## src/rtl/rotfpga2b_cfg_loader.sv

```systemverilog
// Scan-chain configuration loader for the rotfpga2b grid: shifts host bytes
// into the grid scan chain while returning the old chain contents as bytes.
module rotfpga2b_cfg_loader #(
  parameter int unsigned CHAIN_LEN = 64,
  parameter int unsigned DIV       = 1
) (
  input  logic       clk,
  input  logic       rst,
  input  logic       start,
  input  logic       abort,
  output logic       busy,
  output logic       done,
  input  logic [7:0] in_data,
  input  logic       in_valid,
  output logic       in_ready,
  output logic [7:0] out_data,
  output logic       out_valid,
  input  logic       out_ready,
  output logic       g_clk,
  output logic       g_rst_n,
  output logic       g_se,
  output logic       g_sc,
  input  logic       g_sc_out
);

  localparam int unsigned CNT_W = $clog2(CHAIN_LEN + 1);
  localparam int unsigned DIV_W = (DIV > 1) ? $clog2(DIV) : 1;

  localparam logic [2:0] S_IDLE  = 3'd0;
  localparam logic [2:0] S_FETCH = 3'd1;
  localparam logic [2:0] S_LO    = 3'd2;
  localparam logic [2:0] S_HI    = 3'd3;
  localparam logic [2:0] S_EMIT  = 3'd4;
  localparam logic [2:0] S_FIN   = 3'd5;

  logic [2:0]       state;
  logic [2:0]       state_nxt;
  logic [CNT_W-1:0] bit_cnt;
  logic [2:0]       bit_idx;
  logic [DIV_W-1:0] div_cnt;
  logic [7:0]       sr;
  logic             phase_end_c;
  logic             last_bit_c;
  logic             take_c;
  logic             rise_c;
  logic             busy_nxt_c;

  // Next-state decode; abort overrides everything except IDLE.
  always_comb begin
    state_nxt   = state;
    take_c      = 1'b0;
    rise_c      = 1'b0;
    phase_end_c = (div_cnt == DIV_W'(DIV - 1));
    last_bit_c  = (bit_cnt == CNT_W'(CHAIN_LEN));
    case (state)
      S_IDLE:  if (start) state_nxt = S_FETCH;
      S_FETCH: if (in_valid) begin
                 state_nxt = S_LO;
                 take_c    = 1'b1;
               end
      S_LO:    if (phase_end_c) begin
                 state_nxt = S_HI;
                 rise_c    = 1'b1;
               end
      S_HI:    if (phase_end_c)
                 state_nxt = (last_bit_c || bit_idx == 3'd0) ? S_EMIT : S_LO;
      S_EMIT:  if (out_ready) state_nxt = last_bit_c ? S_FIN : S_FETCH;
      S_FIN:   state_nxt = S_IDLE;
      default: state_nxt = S_IDLE;
    endcase
    if (abort && state != S_IDLE) begin
      state_nxt = S_IDLE;
      take_c    = 1'b0;
      rise_c    = 1'b0;
    end
    busy_nxt_c = (state_nxt == S_FETCH) || (state_nxt == S_LO) ||
                 (state_nxt == S_HI) || (state_nxt == S_EMIT);
  end

  // State, datapath and registered outputs (outputs follow the next state).
  always_ff @(posedge clk or posedge rst) begin
    if (rst) begin
      state     <= S_IDLE;
      bit_cnt   <= '0;
      bit_idx   <= 3'd0;
      div_cnt   <= '0;
      sr        <= 8'd0;
      busy      <= 1'b0;
      done      <= 1'b0;
      in_ready  <= 1'b0;
      out_valid <= 1'b0;
      out_data  <= 8'd0;
      g_clk     <= 1'b0;
      g_rst_n   <= 1'b0;
      g_se      <= 1'b0;
      g_sc      <= 1'b0;
    end else begin
      state   <= state_nxt;
      div_cnt <= (state_nxt != state) ? '0 : div_cnt + DIV_W'(1);

      if (state_nxt == S_IDLE) begin
        bit_cnt <= '0;
        bit_idx <= 3'd0;
      end else if (rise_c) begin
        bit_cnt <= bit_cnt + CNT_W'(1);
        bit_idx <= bit_idx + 3'd1;
      end

      // Byte latch on fetch; capture scan-out and shift on the g_clk rise.
      if (take_c) begin
        sr       <= in_data;
        out_data <= 8'd0;
      end else if (rise_c) begin
        sr                <= {1'b0, sr[7:1]};
        out_data[bit_idx] <= g_sc_out;
      end

      // Scan-in changes only when entering LO so it is stable across HI.
      if (take_c)
        g_sc <= in_data[0];
      else if (state == S_HI && state_nxt == S_LO)
        g_sc <= sr[0];
      else if (!busy_nxt_c)
        g_sc <= 1'b0;

      busy      <= busy_nxt_c;
      done      <= (state_nxt == S_FIN);
      in_ready  <= (state_nxt == S_FETCH);
      out_valid <= (state_nxt == S_EMIT);
      g_clk     <= (state_nxt == S_HI);
      g_se      <= busy_nxt_c;
      g_rst_n   <= !busy_nxt_c;
    end
  end

endmodule

```

## config.mk

```make
export PLATFORM = sky130hd
export DESIGN_NAME = rotfpga2b_cfg_loader
export DESIGN_NICKNAME = d
export VERILOG_FILES = /design/src/rtl/rotfpga2b_cfg_loader.sv
export SDC_FILE = /design/constraint.sdc
export NUM_CORES = 1
export LEC_CHECK = 0
export CORE_MARGIN = 10
export CORE_UTILIZATION = 56
export DETAILED_ROUTE_END_ITERATION = 12
export GPL_TIMING_DRIVEN = 0
export PLACE_DENSITY = 0.81
export SLEW_MARGIN = 0
export SYNTH_ARGS = -nofsm -noshare
export SYNTH_HDL_FRONTEND = slang
export SYNTH_SLANG_ARGS = --single-unit
```

## constraint.sdc

```tcl
create_clock -name clk -period 4.5 [get_ports clk]
set_clock_uncertainty 0.15 [all_clocks]
set_input_delay 0.675 -clock clk [delete_from_list [all_inputs] [get_ports clk]]
set_output_delay 0.675 -clock clk [all_outputs]
set_load 0.005 [all_outputs]
```

======== Word-level counts from Yosys, hierarchy flattened ========
Index checks and enable logic that the tools add are counted.
word-level totals
  flip-flop bits (word level) ............. 37
  bits in latches ......................... 0
  memory bits (writable) .................. 0
  ROM bits ................................ 0
  input port bits ......................... 15
  output and inout bits ................... 16
  logic and storage cells ................. 74
  memories kept ........................... 0
operators by class
  $add $sub $neg .......................... 3
  multipliers ............................. 0
  div/mod/pow operators ................... 0
  $lt $le $gt $ge ......................... 2
  eq/ne operators ......................... 12
  shift-type cells ........................ 0
  muxes and demuxes ....................... 30
  bitwise gates (word level) .............. 0
  reductions and logical operators ........ 14
operators by type and width
  cell                 number
  $mux 8               4
  $mux 3               10
  $pmux 3 s5           1
  $mux 7               2
  $eq 3x2->1 const B   4
  $mux 1               11
  $eq 3x3->1 const B   3
  $logic_not 3->1      3
  $bwmux 8             1
  $add 7x1->7 const B  1
  $eq 7x7->1 const B   1
  $eq 3x1->1 const B   2
  $logic_or 1x1->1     4
  $lt 3x4->1 const B   1
  $reduce_bool 2->1    2
  $add 3x1->3 const B  1
  $demux 1 s3          1
  $ge 3x1->1 const B   1
  $logic_and 1x1->1    3
  $ne 3x2->1 const B   1
  $ne 3x3->1           1
  $reduce_bool 3->1    1
  $add 1x1->1 const B  1
  $logic_not 1->1      1

======== Longest topological paths before layout ========
Gate-level depths: netlist (run 1).
  word-level depth ........................ 13
  mapped depth ............................ 10
  gate-level depth less buffers ........... 9

======== Least setup slack after synthesis (run 1) ========
No wires, ideal clock.
  kind .................................... register to register
  start point ............................. register bit_idx[0]
  end point ............................... register bit_cnt[0]
  arrival ................................. 1.899 ns
  path slack .............................. 2.318 ns
  cell stages (with the launch flop) ...... 10
  path through ............................ dfrtp_1 clkbuf_1 inv_1 ha_1 or3b_1 nor2b_1 a22oi_4 nor2_1 nor3_4 nor2_1
on the way
  cells in the longest elaborated chain, start to end .. 8
  elaborated cells between the ends (all ways) .. 9
  those cells by class .................... 5 x mux; 4 x reduce/logical
ends and longest elaborated chain
  element                                             line  RTL
  start: declaration                                  39    logic [2:0] bit_idx;
  start signal: assignment                            106   bit_idx <= bit_idx + 3'd1;
  $logic_not 3->1 (*)                                 66    state_nxt = (last_bit_c || bit_idx == 3'd0) ? S_EMIT : S_LO;
  $logic_or 1x1->1 (*)                                66
  $mux 3 (*)                                          66
  $mux 3 (*)                                          65    S_HI: if (phase_end_c)
  $pmux 3 s5 (*)                                      55    case (state)
  $mux 3 (*)                                          71    if (abort && state != S_IDLE) begin
  net state_nxt[1]                                    37    logic [2:0] state_nxt;
  $logic_not 3->1 (*)                                 101   if (state_nxt == S_IDLE) begin
  $mux 7 / $reduce_bool 2->1 (equally long branches)  -
  end signal: assignment                              105   bit_cnt <= bit_cnt + CNT_W'(1);
  end: declaration                                    38    logic [CNT_W-1:0] bit_cnt;
Mark *: on every way through the listed nets, which the timed path passes. The rest lies on a longest branch.
A chain may end at the register's enable or synchronous reset.

======== Final worst setup path (run 1) ========
  start point ............................. register bit_idx[0]
  end point ............................... register bit_idx[0]
on the way
  cells in the longest elaborated chain, start to end .. 8
  elaborated cells between the ends (all ways) .. 11
  those cells by class .................... 1 x add/sub; 6 x mux; 4 x reduce/logical
ends and longest elaborated chain
  element                                             line
  $logic_not 3->1 (*)                                 66
  $logic_or 1x1->1 (*)                                66
  $mux 3 (*)                                          66
  $mux 3 (*)                                          65
  $pmux 3 s5 (*)                                      55
  $mux 3 (*)                                          71
  net state_nxt[2]                                    37
  $logic_not 3->1 (*)                                 101
  $mux 3 / $reduce_bool 2->1 (equally long branches)  -
Mark *: on every way through the listed nets, which the timed path passes. The rest lies on a longest branch. The select of a mux whose other input is x is not followed.

==> impl_metrics.py, run 1 <==
metrics = {
    "run_status": {
        "outcome": "finished, final reports clean",
    },
    "clocking": {
        "clk_latency_ns": 0.33,
        "clock_sinks": 37,
        "postCtsHoldBufs": 0,
        "htreeDepth": 2,
        "cts_post_setup_buffers_inserted": 0,
        "cts.clk_slew.worst_paths_ns": 0.10,
        "cts.path.max_buffers": 2,
        "numCtsBuffers": 5,
        "ctsResizeCount": 0,
        "cts_root_buf": "clkbuf_4",
        "cts_tree": "done",
    },
    "cells_and_area": {
        "n_antenna_cell": 0,
        "layout_commonest_cell": "dfrtp_1",
        "drive_above_1_share_pct": 9.50,
        "areaGrowthSynthToFinish_pct": 20.7,
        "mostFrequentLayoutCells": "dfrtp_1 (37), clkdlybuf4s50_1 (29), nor2_1 (24)",
        "fin_nets": 241,
        "final-instance-count-excl-fill": 265,
    },
    "placed_design": {
        "port_buffers": 29,
        "dpl.hpwl_um": 3080,
        "place_congestion": 0.845,
        "post-place-ws_ns": 1.68,
        "place_inst": 259,
    },
    "logic_synthesis": {
        "muxShareOfSynthArea_pct": 7.13,
        "synth_ff_type": "dfrtp_1",
        "syn-num-nets": 205,
        "synthXorXnorAreaFrac_pct": 4.20,
        "synth_area_leader_cell": "dfrtp_1",
        "yosysWarningCount": 0,
        "synth_top_family_by_area": "simple AND/OR/NAND/NOR gates",
        "synth-seq-cells": 37,
        "synth-edff-count": 0,
        "synth_simple_gate_area_share_pct": 23.1,
        "ys_seq_area_share_pct": 49.3,
        "syn_area_mm2": 0.00188,
        "syn_inst": 186,
        "synth_compound_area_share_pct": 8.33,
        "synth_cell_types": 47,
        "syn_avg_cell_area_um2": 10.1,
        "synth_adder_area_share_pct": 3.27,
        "ys_async_sr_fraction_pct": 100,
        "synthDominantCellAreaShare_pct": 49.3,
        "ys_top_cells_by_area": "dfrtp_1 (49%), mux2i_1 (6.4%), nor2_1 (4.8%)",
    },
    "global_routing": {
        "grt_max_degree": 38,
        "grt_use_total_pct": 14.0,
        "grt_util_met2_pct": 24.4,
        "busiest_layer": "met2",
        "use_met1_pct": 15.8,
        "grt_pass1_wl_um": 6980,
        "use_met3_pct": 4.03,
        "first_global_vias": 1573,
        "overflow": 0,
        "grt_antenna_before_repair": 0,
    },
    "timing": {
        "post-route-period-util_pct": 56.6,
        "setup_ws_ns": 1.95,
        "finalCriticalPeriod_ns": 2.55,
        "tightest_slew_ns": 0.753,
        "slew_violations": 0,
        "rsz0062_at_grt": "no",
        "slew_headroom_pct": 49.7,
        "finalSetupViolations": 0,
        "fmax_mhz": 392,
        "fin_tns_setup_ns": 0,
        "final_hold_viol_count": 0,
    },
    "worst_setup_path": {
        "reg2reg_depth": 10,
        "crit_path_start_kind": "register",
        "r2r-end": "bit_idx[0]",
        "cp.required_ns": 4.56,
        "cp.arrival_ns": 2.61,
        "path_class": "register to register",
        "path_max_fanout": 10,
        "worstSetupEndpointType": "register",
        "r2r_slack_ns": 1.95,
        "reg2reg_from": "bit_idx[0]",
    },
    "die": {
        "die_area_mm2": 0.00607,
        "die_h_um": 77.9,
        "io_pins": 31,
        "core_area_mm2": 0.00313,
        "num_rows": 20,
        "start_util_pct": 60.0,
        "fp.dieW_um": 77.9,
    },
    "pwr": {
        "ir_worst_vdd_mv": 0.417,
        "p_leak_nw": 1.01,
        "powerDensity_mw_per_mm2": 490,
    },
    "drt": {
        "ant_nets": 0,
        "drt_iter0_drc": 61,
        "wirelength_um": 4010,
        "drt_first_pass_iters": 5,
        "drc": 0,
        "vias_per_cell": 5.51,
        "wl_per_cell_um": 15.1,
        "vias": 1459,
    },
    "worst_hold_path": {
        "hp-start": "sr[0]",
        "hold_depth": 2,
        "holdPathEnd": "sr[0]",
        "hold_path_class": "register to register",
    },
    "run": {
        "cap_violations": 0,
    },
}
==> worst max-delay path, stage by stage, from the launching register on <==
cell and delay, ns:
dfrtp_1 0.37, clkbuf_1 0.26, inv_1 0.14, ha_1 0.22, or3b_1 0.18, o32a_1 0.15
o21a_1 0.17, or2_4 0.16, clkinv_2 0.09, nor3_4 0.43, nor2_1 0.10
==> flip-flops by register name, indices dropped and copies added (netlist names), 3 cells and up <==
name / count
sr: 8
bit_idx: 3
bit_cnt: 7
state: 3
out_data: 8
==> how the worst max path moves through the flow <==
| stage | from | end | slack (ns) |
|---|---|---|---|
| 2_1_floorplan | bit_idx[0] | bit_cnt[0] | 2.32 |
| 3_3_place_gp | abort | out_data[2] | 1.70 |
| 3_5_place_dp | abort | out_data[2] | 1.68 |
| 4_1_cts | bit_idx[0] | bit_idx[0] | 1.94 |
| 5_1_grt | bit_idx[0] | bit_cnt[6] | 1.73 |
| 6_report | bit_idx[0] | bit_idx[0] | 1.95 |
==> cell type report <==
type	count	area [µm²]
clock inverters	1	5.00
repair buffers	29	290
clock buffers	5	37.5
plain buffers	9	51.3
well taps	44	55.1
fillers	239	863
flip-flops and latches	37	926
multi-input cells	131	865
inverters	9	35.0
==> report_power, final <==
group	switching [mW]	internal, mW	leakage [nW]
Clock	0.0996	0.0542	0.0269
Sequential	0.0552	0.415	0.491
Combinational	0.256	0.230	0.492
Total	0.410	0.700	1.01
==> routing by layer <==
layer / vias up / wire length, µm
li1: 707 / -
met3: 5 / 188
met4: 0 / 50
met5: - / 0
met2: 29 / 2030
met1: 718 / 1740
==> logic make-up (layout without fill, tap and decap cells) <==
| family | count (synthesis) | in the layout |
|---|---|---|
| simple gates | 83 | 83 |
| flops | 37 | 37 |
| compound gates | 21 | 21 |
| buf+inv | 18 | 53 |
| mux | 13 | 13 |
| xor+xnor | 9 | 9 |
| fa+ha+maj | 5 | 5 |
==> cells in the mapped netlist (3+ instances only) <==
cell and instances:
mux2i_1 12, dfrtp_1 37, a21oi_1 5, nor2_1 24, clkbuf_1 4, xor2_1 5, nor3_1 6, nor4_1 3
nand2b_1 4, ha_1 4, nand4_1 3, o21ai_0 4, inv_1 8, nor2b_1 4, xnor2_1 4, nand2_1 21
==> metrics by stage <==
stage / area (µm²) / hold slack (ns) / util, % / total power [mW]
CTS: 2260 / 0.356 / 72.4 / 1.12
detailed placement: 2220 / 0.328 / 71.0 / 0.967
finish: 2260 / 0.355 / 72.4 / 1.11
global route: 2260 / 0.379 / 72.4 / 1.19
global placement: 2220 / 0.317 / 71.0 / 0.942
floorplan: 1880 / 0.296 / - / 0.798
Note: power is estimated with default switching activity, not from simulation.
==> inputs of run 2 (changes only) <==
- CORE_UTILIZATION: 56 -> 52
- PLACE_DENSITY: 0.81 -> 0.76
- clock period: 4.5 -> 2.4 ns (I/O delays scaled with it)
==> run 2 against run 1 <==
Sequential share of layout area fell by 1.1 points. Clock power increased by 99%. First-iteration DRC count is 15% higher. Fmax rose by 11%. Via count down 1.2%. Critical path type unchanged. Routed wire length is 2.1% higher. Global-route usage shrank 0.073 points. Final area grew 2.9%.
==> impl_metrics.py, run 2 (synthesis results as in run 1) <==
metrics = {
    "global_routing": {
        "use_met3_pct": 4.01,
        "use_met1_pct": 16.9,
        "grt_use_total_pct": 14.0,
        "grt_antenna_before_repair": 0,
        "overflow": 0,
        "first_global_vias": 1501,
        "grt_max_degree": 38,
        "grt_util_met2_pct": 23.2,
        "busiest_layer": "met2",
        "grt_pass1_wl_um": 7190,
    },
    "cells_and_area": {
        "mostFrequentLayoutCells": "dfrtp_1 (35), clkdlybuf4s50_1 (29), nor2_1 (24)",
        "fin_nets": 245,
        "largestRegisters": "out_data x8, sr x8, bit_cnt x7",
        "areaGrowthSynthToFinish_pct": 24.2,
        "final_area_mm2": 0.00233,
        "drive_above_1_share_pct": 13.7,
        "layout_commonest_cell": "dfrtp_1",
        "n_antenna_cell": 0,
        "final_util_pct": 68.2,
        "regArea_um2": 928,
        "multi_input_comb_area_um2": 871,
        "nFillCells": 280,
    },
    "worst_setup_path": {
        "cp.arrival_ns": 2.40,
        "reg2reg_depth": 10,
        "worstSetupEndpointType": "register",
        "path_max_fanout": 10,
        "cp.required_ns": 2.52,
        "r2r-end": "bit_idx[1]",
        "crit_path_start_kind": "register",
        "r2r_slack_ns": 0.11,
        "reg2reg_from": "bit_idx[0]",
        "path_class": "register to register",
    },
    "die": {
        "num_rows": 21,
        "core_area_mm2": 0.00342,
        "fp.dieW_um": 80.1,
        "die_h_um": 80.1,
        "start_util_pct": 54.9,
        "die_area_mm2": 0.00641,
        "io_pins": 31,
    },
    "timing": {
        "fmax_mhz": 437,
        "slew_violations": 0,
        "finalCriticalPeriod_ns": 2.29,
        "post-route-period-util_pct": 95.3,
        "tightest_slew_ns": 0.756,
        "finalSetupViolations": 0,
        "slew_headroom_pct": 49.5,
        "final_hold_viol_count": 0,
    },
    "worst_hold_path": {
        "hold_path_class": "input port to register",
        "hold_depth": 3,
        "holdPathEnd": "out_data[7]",
        "hp-start": "g_sc_out",
    },
    "run": {
        "cap_violations": 0,
    },
    "drt": {
        "drt_first_pass_iters": 4,
        "vias": 1442,
        "wl_per_cell_um": 15.0,
        "drc": 0,
        "vias_per_cell": 5.28,
        "wirelength_um": 4100,
        "drt_iter0_drc": 70,
        "ant_nets": 0,
    },
    "pwr": {
        "ir_worst_vdd_mv": 0.699,
        "powerDensity_mw_per_mm2": 941,
        "p_leak_nw": 1.05,
    },
    "run_status": {
        "outcome": "finished, final reports clean",
    },
    "clocking": {
        "cts.path.max_buffers": 2,
        "cts.clk_slew.worst_paths_ns": 0.10,
        "numCtsBuffers": 5,
        "htreeDepth": 2,
        "postCtsHoldBufs": 0,
        "clk_latency_ns": 0.34,
        "cts_root_buf": "clkbuf_4",
        "cts_tree": "done",
        "clock_sinks": 37,
    },
    "placed_design": {
        "place_congestion": 0.826,
        "place_area_mm2": 0.00222,
        "dpl.hpwl_um": 3070,
        "port_buffers": 29,
    },
}
[run 2: cell types whose count changed in the layout (fill, tap and decap cells not counted), sizes merged]
cell,previous run,this run
buf,5,10
clkinv,2,3
[run 2: layout make-up]
type / count / share of cell area (%)
Buffer: 8 / 2.04
Clock buffer: 6 / 1.77
Clock inverter: 2 / 0.429
Inverter: 9 / 1.50
Multi-Input combinational cell: 131 / 37.4
Sequential cell: 37 / 39.8
Tap cell: 46 / 2.47
Timing Repair Buffer: 34 / 14.6
[run 2: worst max path at each step]
stage                     startpoint           to  slack, ns  cells past startpoint
after global routing      bit_idx[0]   bit_cnt[2]      -0.02                     10
final                     bit_idx[0]   bit_idx[1]       0.11                     10
after floorplan           bit_idx[0]   bit_cnt[0]       0.22                      9
after global placement         abort  out_data[0]      -0.07                      6
after CTS                 bit_idx[0]   bit_cnt[5]       0.05                     10
after detailed placement  bit_idx[0]   bit_cnt[5]      -0.14                     10
[run 2: what timing repair did]
item                                    4_1_cts  5_1_grt
endpoints found under the setup margin       11       12
setup buffers                                 1        4
gates resized for setup                       0        4
pin swaps                                     1        0
endpoints found under the hold margin         0        0
[run 2: per-layer routing]
metal,vias up,wire (µm)
met5,-,0
met4,0,52
met3,7,150
met2,22,2080
met1,702,1820
li1,711,-
[run 2: stage by stage]
stage	std cells	total power [mW]	hold slack (ns)	worst slack [ns]	setup TNS (ns)
after floorplan	186	1.50	0.296	0.218	0
after global placement	261	1.77	0.322	-0.0683	-0.521
after detailed placement	261	1.80	0.323	-0.141	-1.43
after CTS	269	2.18	0.297	0.0496	0
after global routing	273	2.35	0.311	-0.0153	-0.0301
final	273	2.19	0.301	0.114	0
[run 2: where the power goes]
part | total (mW) | internal (mW) | switching (mW)
Clock | 0.306 | 0.112 | 0.195
Sequential | 0.888 | 0.780 | 0.109
Combinational | 0.998 | 0.509 | 0.489
[run 2: critical path, cell delays in order (launching register included)]
cell and delay, ns:
dfrtp_2 0.46, inv_1 0.12, ha_1 0.14, or3b_1 0.37, o32a_1 0.17, o21a_1 0.14
or2_4 0.26, clkinv_2 0.09, nor3_4 0.05, buf_12 0.14, a21oi_1 0.10
